$ cat src/rtl/piso_bit_tx_if.sv
// ============================================================================
// Module   : piso_bit_tx_if
// Brief    : Parallel-load handshake bundle for the serial bit transmitter.
// Revision : 1.0 - initial release
// ============================================================================
`default_nettype none

interface piso_bit_tx_if #(
    parameter int WIDTH = 8
);
    logic [WIDTH-1:0] data_in;
    logic             load_valid;
    logic             load_ready;

    modport master (
        output data_in,
        output load_valid,
        input  load_ready
    );

    modport slave (
        input  data_in,
        input  load_valid,
        output load_ready
    );
endinterface

`default_nettype wire

$ cat src/rtl/piso_bit_tx.sv
// ============================================================================
// Module   : piso_bit_tx
// Brief    : Framed LSB-first serial transmitter with complementary q/qn line.
//            Optional even-parity bit enabled by defining PARITY_EN.
// Revision : 1.0 - initial release
// ============================================================================
`default_nettype none

module piso_bit_tx #(
    parameter int WIDTH = 8,
    parameter int DIV   = 4
) (
    input  logic         clk,
    input  logic         clr,
    piso_bit_tx_if.slave ld,
    output logic         q,
    output logic         qn,
    output logic         busy,
    output logic         done
);

    localparam int c_CW = (DIV > 1) ? $clog2(DIV) : 1;
    localparam int c_BW = (WIDTH > 1) ? $clog2(WIDTH) : 1;

    localparam logic [c_CW-1:0] c_DIV_LAST = c_CW'(DIV - 1);
    localparam logic [c_CW-1:0] c_DIV_PRE  = c_CW'((DIV > 1) ? DIV - 2 : 0);
    localparam logic [c_CW-1:0] c_DIV_ONE  = c_CW'(1);
    localparam logic [c_BW-1:0] c_BIT_LAST = c_BW'(WIDTH - 1);
    localparam logic [c_BW-1:0] c_BIT_ONE  = c_BW'(1);

    localparam logic [2:0] c_IDLE   = 3'd0;
    localparam logic [2:0] c_START  = 3'd1;
    localparam logic [2:0] c_DATA   = 3'd2;
    localparam logic [2:0] c_STOP   = 3'd3;
`ifdef PARITY_EN
    localparam logic [2:0] c_PARITY = 3'd4;
`endif

    logic [2:0]       r_state;
    logic             r_q;
    logic             r_qn;
    logic             r_busy;
    logic             r_done;
    logic [c_CW-1:0]  r_div_cnt;
    logic [c_BW-1:0]  r_bit_cnt;
    logic [WIDTH-1:0] r_shift;
`ifdef PARITY_EN
    logic             r_parity;
    logic             w_parity_nxt;
`endif

    logic [2:0]       w_state_nxt;
    logic             w_q_nxt;
    logic             w_busy_nxt;
    logic             w_done_nxt;
    logic [c_CW-1:0]  w_div_nxt;
    logic [c_BW-1:0]  w_bit_nxt;
    logic [WIDTH-1:0] w_shift_nxt;
    logic             w_load_ready;
    logic             w_accept;
    logic             w_bit_end;
    logic             w_enter_stop;

    assign w_load_ready  = (r_state == c_IDLE) && !clr;
    assign w_accept      = ld.load_valid && w_load_ready;
    assign w_bit_end     = (r_div_cnt == c_DIV_LAST);
    assign ld.load_ready = w_load_ready;

    always_comb begin
        w_state_nxt  = r_state;
        w_q_nxt      = r_q;
        w_busy_nxt   = r_busy;
        w_done_nxt   = 1'b0;
        w_div_nxt    = r_div_cnt;
        w_bit_nxt    = r_bit_cnt;
        w_shift_nxt  = r_shift;
        w_enter_stop = 1'b0;
`ifdef PARITY_EN
        w_parity_nxt = r_parity;
`endif

        case (r_state)
            c_IDLE: begin
                w_q_nxt = 1'b1;
                if (w_accept) begin
                    w_shift_nxt = ld.data_in;
`ifdef PARITY_EN
                    w_parity_nxt = ^ld.data_in;
`endif
                    w_state_nxt = c_START;
                    w_q_nxt     = 1'b0;
                    w_busy_nxt  = 1'b1;
                    w_div_nxt   = '0;
                    w_bit_nxt   = '0;
                end
            end

            c_START: begin
                if (w_bit_end) begin
                    w_state_nxt = c_DATA;
                    w_q_nxt     = r_shift[0];
                    w_div_nxt   = '0;
                    w_bit_nxt   = '0;
                end else begin
                    w_div_nxt = r_div_cnt + c_DIV_ONE;
                end
            end

            c_DATA: begin
                if (w_bit_end) begin
                    w_div_nxt = '0;
                    if (r_bit_cnt == c_BIT_LAST) begin
`ifdef PARITY_EN
                        w_state_nxt = c_PARITY;
                        w_q_nxt     = r_parity;
`else
                        w_enter_stop = 1'b1;
`endif
                    end else begin
                        w_shift_nxt = r_shift >> 1;
                        w_q_nxt     = w_shift_nxt[0];
                        w_bit_nxt   = r_bit_cnt + c_BIT_ONE;
                    end
                end else begin
                    w_div_nxt = r_div_cnt + c_DIV_ONE;
                end
            end

`ifdef PARITY_EN
            c_PARITY: begin
                if (w_bit_end) begin
                    w_enter_stop = 1'b1;
                end else begin
                    w_div_nxt = r_div_cnt + c_DIV_ONE;
                end
            end
`endif

            // The FSM leaves STOP one cycle early: the final stop-bit cycle is
            // spent in IDLE with done high, so a word accepted there follows
            // the stop bit with no idle gap.
            c_STOP: begin
                if (r_div_cnt == c_DIV_PRE) begin
                    w_state_nxt = c_IDLE;
                    w_busy_nxt  = 1'b0;
                    w_done_nxt  = 1'b1;
                    w_div_nxt   = '0;
                end else begin
                    w_div_nxt = r_div_cnt + c_DIV_ONE;
                end
            end

            default: begin
                w_state_nxt = c_IDLE;
                w_q_nxt     = 1'b1;
                w_busy_nxt  = 1'b0;
            end
        endcase

        if (w_enter_stop) begin
            w_q_nxt   = 1'b1;
            w_div_nxt = '0;
            if (DIV == 1) begin
                w_state_nxt = c_IDLE;
                w_busy_nxt  = 1'b0;
                w_done_nxt  = 1'b1;
            end else begin
                w_state_nxt = c_STOP;
            end
        end
    end

    always_ff @(posedge clk) begin
        if (clr) begin
            r_state   <= c_IDLE;
            r_q       <= 1'b1;
            r_qn      <= 1'b0;
            r_busy    <= 1'b0;
            r_done    <= 1'b0;
            r_div_cnt <= '0;
            r_bit_cnt <= '0;
            r_shift   <= '0;
`ifdef PARITY_EN
            r_parity  <= 1'b0;
`endif
        end else begin
            r_state   <= w_state_nxt;
            r_q       <= w_q_nxt;
            r_qn      <= ~w_q_nxt;
            r_busy    <= w_busy_nxt;
            r_done    <= w_done_nxt;
            r_div_cnt <= w_div_nxt;
            r_bit_cnt <= w_bit_nxt;
            r_shift   <= w_shift_nxt;
`ifdef PARITY_EN
            r_parity  <= w_parity_nxt;
`endif
        end
    end

    assign q    = r_q;
    assign qn   = r_qn;
    assign busy = r_busy;
    assign done = r_done;

endmodule

`default_nettype wire
$ cat src/flat_wrapper.sv
// flat-port wrapper written by rule: the top's interface ports become plain ports
module piso_bit_tx_flat 
#(
    parameter int WIDTH = 8,
    parameter int DIV   = 4
)
  (clk, clr, q, qn, busy, done, ld_data_in, ld_load_valid, ld_load_ready);
  piso_bit_tx_if #(.WIDTH(WIDTH)) ld_i ();
  input  logic clk;
  input  logic clr;
  output logic q;
  output logic qn;
  output logic busy;
  output logic done;
  input wire logic [$bits(ld_i.data_in)-1:0] ld_data_in;
  input wire logic [$bits(ld_i.load_valid)-1:0] ld_load_valid;
  output wire logic [$bits(ld_i.load_ready)-1:0] ld_load_ready;
  assign ld_i.data_in = ld_data_in;
  assign ld_i.load_valid = ld_load_valid;
  assign ld_load_ready = ld_i.load_ready;
  piso_bit_tx #(.WIDTH(WIDTH), .DIV(DIV)) u_core (.clk(clk), .clr(clr), .ld(ld_i), .q(q), .qn(qn), .busy(busy), .done(done));
endmodule
$ cat config.mk
export PLATFORM = sky130hd
export DESIGN_NAME = piso_bit_tx_flat
export DESIGN_NICKNAME = d
export VERILOG_FILES = /design/src/rtl/piso_bit_tx_if.sv /design/src/rtl/piso_bit_tx.sv /design/src/flat_wrapper.sv
export SDC_FILE = /design/constraint.sdc
export NUM_CORES = 1
export LEC_CHECK = 0
export BUFFER_PORTS_ARGS = -buffer_cell sky130_fd_sc_hd__buf_4
export CORE_MARGIN = 5
export CORE_UTILIZATION = 40
export CTS_CLUSTER_SIZE = 16
export DETAILED_ROUTE_END_ITERATION = 10
export PLACE_DENSITY_LB_ADDON = 0.15
export SETUP_SLACK_MARGIN = 0.3
export SYNTH_ARGS = -nofsm -noshare
export SYNTH_HDL_FRONTEND = slang
export SYNTH_SLANG_ARGS = --single-unit
$ cat constraint.sdc
create_clock -name clk -period 1.9 [get_ports clk]
set_input_delay 0 -clock clk [delete_from_list [all_inputs] [get_ports clk]]
set_output_delay 0 -clock clk [all_outputs]
set_load 0.03 [all_outputs]
==> results of run 1 <==
## what timing repair did
| item | in CTS | in global routing |
|---|---|---|
| cloned | 0 | 1 |
| setup endpoints to repair | 17 | 13 |
| pin swaps | 10 | 14 |
| endpoints found under the hold margin | 1 | 0 |
| buffers inserted | 9 | 6 |
| hold buffers | 1 | 0 |
| gates resized for setup | 20 | 12 |
## registers in the layout, indices dropped and copies added, names as in the netlist
| name | cells |
|---|---|
| u_core.r_shift | 8 |
| u_core.r_bit_cnt | 3 |
| u_core.r_div_cnt | 2 |
| u_core.r_state | 2 |
| u_core.busy | 1 |
| u_core.done | 1 |
| u_core.q | 1 |
| u_core.qn | 1 |
## per-layer routing
metal / share of wire (%) / vias up / wire length, um
met2: 52 / 13 / 1366
met1: 45 / 468 / 1174
met4: 0.53 / 0 / 14
met3: 2.9 / 2 / 76
met5: 0 / - / 0
li1: - / 504 / -
## layout make-up
class,instances,area (um2),share of cell area (%)
well taps,31,38.79,2.412
flip-flops and latches,19,391.6,24.36
clock buffers,4,26.28,1.634
multi-input cells,91,808.3,50.27
repair buffers,36,319.1,19.84
inverters,5,23.77,1.479
## logic make-up after synthesis
group,after synthesis,share of synthesized area [%]
simple gates,45,22.65
compound gates,28,19.80
flops,19,33.26
buf+inv,12,5.908
fa+ha+maj,12,13.13
mux,6,5.252
## power by group through the flow
stage                     sequential [uW]  combinational (uW)  clock, uW
final                                 590                1220        212
after floorplan                       601                 656          0
after detailed placement              571                 856          0
after global placement                566                 830          0
after global routing                  607                1320        239
after CTS                             588                1040        212
## worst paths after layout
kind | to | slack (ps)
worst min register to register | u_core.r_bit_cnt[1]$_SDFFE_PP0P_ | 500
worst min-delay path | u_core.r_shift[0]$_SDFFE_PP0P_ | 10
worst max register to register | u_core.r_bit_cnt[2]$_SDFFE_PP0P_ | 270
worst max-delay path | u_core.r_bit_cnt[2]$_SDFFE_PP0P_ | 270
## worst reg2reg max path, cell delays in order (launching register included)
cell and delay (ps):
dfxtp_2 350, ha_4 160, ha_4 160, and2_4 150, a2111oi_4 430, nand3_1 160
a21oi_2 150
## per-stage QoR
step / hold WS (ps) / std cells / cell area (um2) / util, % / power [uW]
floorplan: 172.7 / 122 / 1155 / - / 1256
global placement: 304.9 / 165 / 1284 / 46.55 / 1396
detailed placement: 305.2 / 165 / 1284 / 46.55 / 1427
CTS: 14.35 / 179 / 1466 / 53.18 / 1840
global route: 11.13 / 186 / 1608 / 58.30 / 2162
finish: 13.68 / 186 / 1608 / 58.30 / 2020
## placed cells by master, fill, tap and decap left out, drive strengths merged, types with 2 or more instances in the layout
cell,n
a21oi,8
o21ai,4
o31ai,2
or3,2
mux2i,6
nand3b,3
nor3,3
dfxtp,19
clkbuf,5
nor2b,4
a22oi,2
nand2,3
and2,2
nand2b,8
nor2,11
ha,12
buf,34
nand3,3
a211oi,7
nor4,2
inv,5
==> impl_metrics.json, run 1 <==
{
  "grt_pass1_wl_um": 4284,
  "ys_types": 35,
  "crit_family": "compound AO/OA/AOI/OAI gates",
  "p_int_uw": 1256,
  "avgRoutedWirePerCell_um": 14.15,
  "slew_headroom_pct": 73.66,
  "hp-start": "clr",
  "cp.depth": 6,
  "max_cap_violations": 0,
  "synthMostInstantiatedCell": "dfxtp_1",
  "dieWidth_um": 63.47,
  "yosys-top-cells-area": "dfxtp_1 33%, ha_1 13%, mux2i_1 5.3%, a211oi_1 4.6%, nand2b_1 3.8%",
  "path_max_fanout": 6,
  "status": "completed",
  "postSynthCellCount": 122,
  "endpoint_kind": "flop",
  "top_usage_layer": "met2",
  "p_comb_share_pct": 60.3,
  "htreeDepth": 1,
  "path_class": "flop to flop",
  "yosys_warnings": 0,
  "met3_usage_pct": 2.842,
  "num_io_pins": 16,
  "r2r_start": "u_core.r_bit_cnt[0]$_SDFFE_PP0P_",
  "worstMarginPinSlew_ps": 395.1,
  "grt_pass1_vias": 981,
  "fmax_mhz": 614.4,
  "cts_tree": "yes",
  "hold_depth": 2,
  "fin_tns_setup_ps": 0,
  "synthToLayoutAreaGrowth_pct": 40.59,
  "hpwl_um": 1743,
  "yosys.area.top_type": "dfxtp_1",
  "worst_setup_path_start_kind": "flop",
  "cp-startpoint": "u_core.r_bit_cnt[0]$_SDFFE_PP0P_",
  "syn_area_um2": 1144,
  "drt.antenna.violating_nets": 0,
  "synth_ff_type": "dfxtp_1",
  "seqPwrFrac_pct": 29.2,
  "finalHoldViolCount": 0,
  "layout_min_cycle_time_ps": 1628,
  "worstPathRequired_ps": 2130,
  "p_per_area_nw_per_um2": 1257,
  "grt_max_degree": 20,
  "crit_arrival_ps": 1860,
  "dieArea_um2": 4028,
  "viasPerCell": 5.306,
  "numPortBuffers": 15,
  "clock-sinks": 19,
  "gp_congestion": 0.7597,
  "drt_iter0_markers": 19,
  "fill_cells": 252,
  "drv_slew": 0,
  "synth_edf_count": 0,
  "layout-drive-gt1-share_pct": 41.29,
  "path_cells": "ha_4, ha_4, and2_4, a2111oi_4, nand3_1, a21oi_2",
  "cp_slowest_cell": "a2111oi_4",
  "synth_seq_cells": 19,
  "cts-root-buf": "clkbuf_4",
  "diodes": 0,
  "p_clk_share_pct": 10.5,
  "postSynthAreaPerCell_um2": 9.374,
  "rows": 19,
  "cts_buffers": 3,
  "swShare_pct": 37.82,
  "num_vias": 987,
  "power.leakage_uw": 0.0006227,
  "ys_top_cells_by_count": "19 x dfxtp_1, 12 x ha_1, 11 x nor2_1",
  "netlist.area_leader.share_pct": 33.26,
  "critPathMostFrequentCell": "ha_4",
  "r2r_cells": 6,
  "grtUsageMet1_pct": 15.86,
  "grt_setup_unrepaired": "yes",
  "grt_usage_pct": 13.02,
  "ir_worst_vdd_uv": 974.6,
  "dr.pass1.iters": 4,
  "synth_nets": 145,
  "core-area_um2": 2758,
  "async_reset_ff_share_pct": 0,
  "finClkSkew_ps": 18.76,
  "cts_max_path_buffers": 2,
  "clkTransAtPathRegs_ps": 120,
  "yosysSeqAreaShare_pct": 33.26,
  "slowest_delay_ps": 430,
  "antenna_found_initial": 0,
  "drc": 0,
  "worst-path-buf-inv": 0,
  "fp.dieH_um": 63.47,
  "start_util_pct": 41.47,
  "worst_slack_ps": 272.4,
  "hp-class": "primary input to flop",
  "wirelength_um": 2631,
  "final_nets": 179,
  "min_period_over_period_pct": 85.66,
  "pre_cts_ws_ps": 36.34,
  "clk_latency_ps": 310,
  "setup_viol": 0,
  "p_sw_uw": 764.1,
  "use_met2_pct": 22.59,
  "grt-ovfl-total": 0
}
(Power assumes the default switching activity.)
==> run 2, diff against run 1 <==
CORE_UTILIZATION = 55   (was 40)
PLACE_DENSITY = 0.83   (was not set)
PLACE_DENSITY_LB_ADDON = not set   (was 0.15)
==> impl_metrics.json, run 2 (synthesized netlist as in run 1, its figures left out) <==
{
  "status": "completed",
  "dieArea_um2": 3091,
  "num_io_pins": 16,
  "top_register": "u_core.r_shift",
  "fp.dieH_um": 55.60,
  "path_cells": "inv_4, ha_4, buf_6, nand3b_1, a22oi_4, buf_6, nor2_2, a211oi_1",
  "fill_cells": 99,
  "diodes": 0,
  "max_cap_violations": 0,
  "holdWs_ps": 47.63,
  "drv_slew": 0,
  "rows": 16,
  "dr.pass1.iters": 4,
  "antenna_found_initial": 0,
  "seqPwrFrac_pct": 28.7,
  "slew_headroom_pct": 71.52,
  "grt-ovfl-total": 0,
  "grt_pass1_vias": 1005,
  "core-area_um2": 1982,
  "layout_common_cells": "28 x buf_4, 14 x dfxtp_1, 7 x nor2_1",
  "p_per_area_nw_per_um2": 1297,
  "ir_worst_vdd_uv": 1169,
  "endpoint_kind": "flop",
  "finalHoldViolCount": 0,
  "power.leakage_uw": 0.0006277,
  "clk_latency_ps": 300,
  "largest_register_ffs": 8,
  "start_util_pct": 57.70,
  "drt_iter0_markers": 40,
  "p_clk_share_pct": 10.2,
  "grt_usage_pct": 17.78,
  "worst_setup_path_start_kind": "flop",
  "drt.antenna.violating_nets": 0,
  "cp_slowest_cell": "dfxtp_4",
  "worstPathRequired_ps": 2110,
  "final_common_cell": "buf_4",
  "p_sw_uw": 906.7,
  "cts_max_path_buffers": 2,
  "slowest_delay_ps": 400,
  "setup_viol": 0,
  "hp-class": "primary input to flop",
  "avgRoutedWirePerCell_um": 18.59,
  "final_nets": 179,
  "critPathMostFrequentCell": "buf_6",
  "layout_min_cycle_time_ps": 1703,
  "num_vias": 1111,
  "cts_tree": "yes",
  "fin_cells": 182,
  "place_inst": 159,
  "largestRegisters": "u_core.r_shift (8), u_core.r_bit_cnt (3)",
  "synthToLayoutAreaGrowth_pct": 43.87,
  "clock-sinks": 19,
  "gp_congestion": 0.7818,
  "htreeDepth": 1,
  "cts_buffers": 3,
  "finClkSkew_ps": 1.427,
  "p_comb_share_pct": 61.0,
  "numPortBuffers": 15,
  "path_class": "flop to flop",
  "min_period_over_period_pct": 89.62,
  "totalPowerFinal_uw": 2135,
  "p_int_uw": 1228,
  "clkTransAtPathRegs_ps": 120,
  "path_max_fanout": 5,
  "layout-drive-gt1-share_pct": 50.32,
  "grt_max_degree": 20,
  "swShare_pct": 42.47,
  "wirelength_um": 3383,
  "hpwl_um": 1703,
  "drc": 0,
  "cts-root-buf": "clkbuf_4",
  "dieWidth_um": 55.60,
  "fin_tns_setup_ps": 0,
  "grt_setup_unrepaired": "yes",
  "viasPerCell": 6.104,
  "worstMarginPinSlew_ps": 427.1,
  "grt_pass1_wl_um": 4554,
  "crit_arrival_ps": 1920,
  "fmax_mhz": 587.3
}
-- run 2: critical path: cells and delay by family, from the launching register on --
kind / cells / cell delay [ps]
AOI/OAI and AO/OA: 2 / 500
DFF: 1 / 400
adders and majority gates: 1 / 170
buffers and inverters: 3 / 350
and+or+nand+nor: 2 / 190
-- run 2: power by group through the flow --
stage	logic, uW	clock network [uW]	registers [uW]
final	1300	218	614
after global placement	796	0	564
after CTS	1020	213	585
after global routing	1390	238	621
after detailed placement	828	0	571
after floorplan	656	0	601
-- run 2: final timing paths --
| check | startpoint | end | slack (ps) | cells after the start |
|---|---|---|---|---|
| max reg2reg | u_core.r_state[0]$_SDFFE_PP0P_ | u_core.r_shift[5]$_SDFFE_PP0P_ | 200 | 8 |
| min | ld_data_in[5] | u_core.r_shift[5]$_SDFFE_PP0P_ | 50 | 3 |
| min reg2reg | u_core.r_shift[4]$_SDFFE_PP0P_ | u_core.r_shift[4]$_SDFFE_PP0P_ | 530 | 2 |
| max | u_core.r_state[0]$_SDFFE_PP0P_ | u_core.r_shift[5]$_SDFFE_PP0P_ | 200 | 8 |
-- run 2: repair_timing --
action | in CTS | in global routing
pin swaps | 9 | 15
setup endpoints to repair | 18 | 14
gates resized for setup | 25 | 28
endpoints found under the hold margin | 2 | 0
hold buffers | 2 | 0
buffers inserted | 13 | 4
-- run 2: metal layers --
metal,vias up,GRT usage (%),wire (um)
met3,6,3.712,210
met5,-,0,0
li1,510,-,-
met4,0,5.903,72
met2,43,31.93,1771
met1,552,20.76,1328
-- run 2: final cells by class --
class | instances | area (um2) | area share, %
clock buffer | 3 | 22.52 | 1.369
clock inverter | 1 | 5.005 | 0.3042
inverter | 5 | 23.77 | 1.445
multi-input combinational | 91 | 870.8 | 52.93
sequential | 19 | 391.6 | 23.80
tap | 27 | 33.78 | 2.053
timing repair buffer | 36 | 297.8 | 18.10
-- run 2: stage by stage --
step / instance area [um2] / worst slack, ps / util [%]
5_1_grt: 1645 / 121.4 / 83.02
6_report: 1645 / 197.3 / 83.02
4_1_cts: 1493 / 266.2 / 75.32
3_3_place_gp: 1264 / 156.9 / 63.76
2_1_floorplan: 1155 / 308.3 / -
3_5_place_dp: 1264 / 30.25 / 63.76
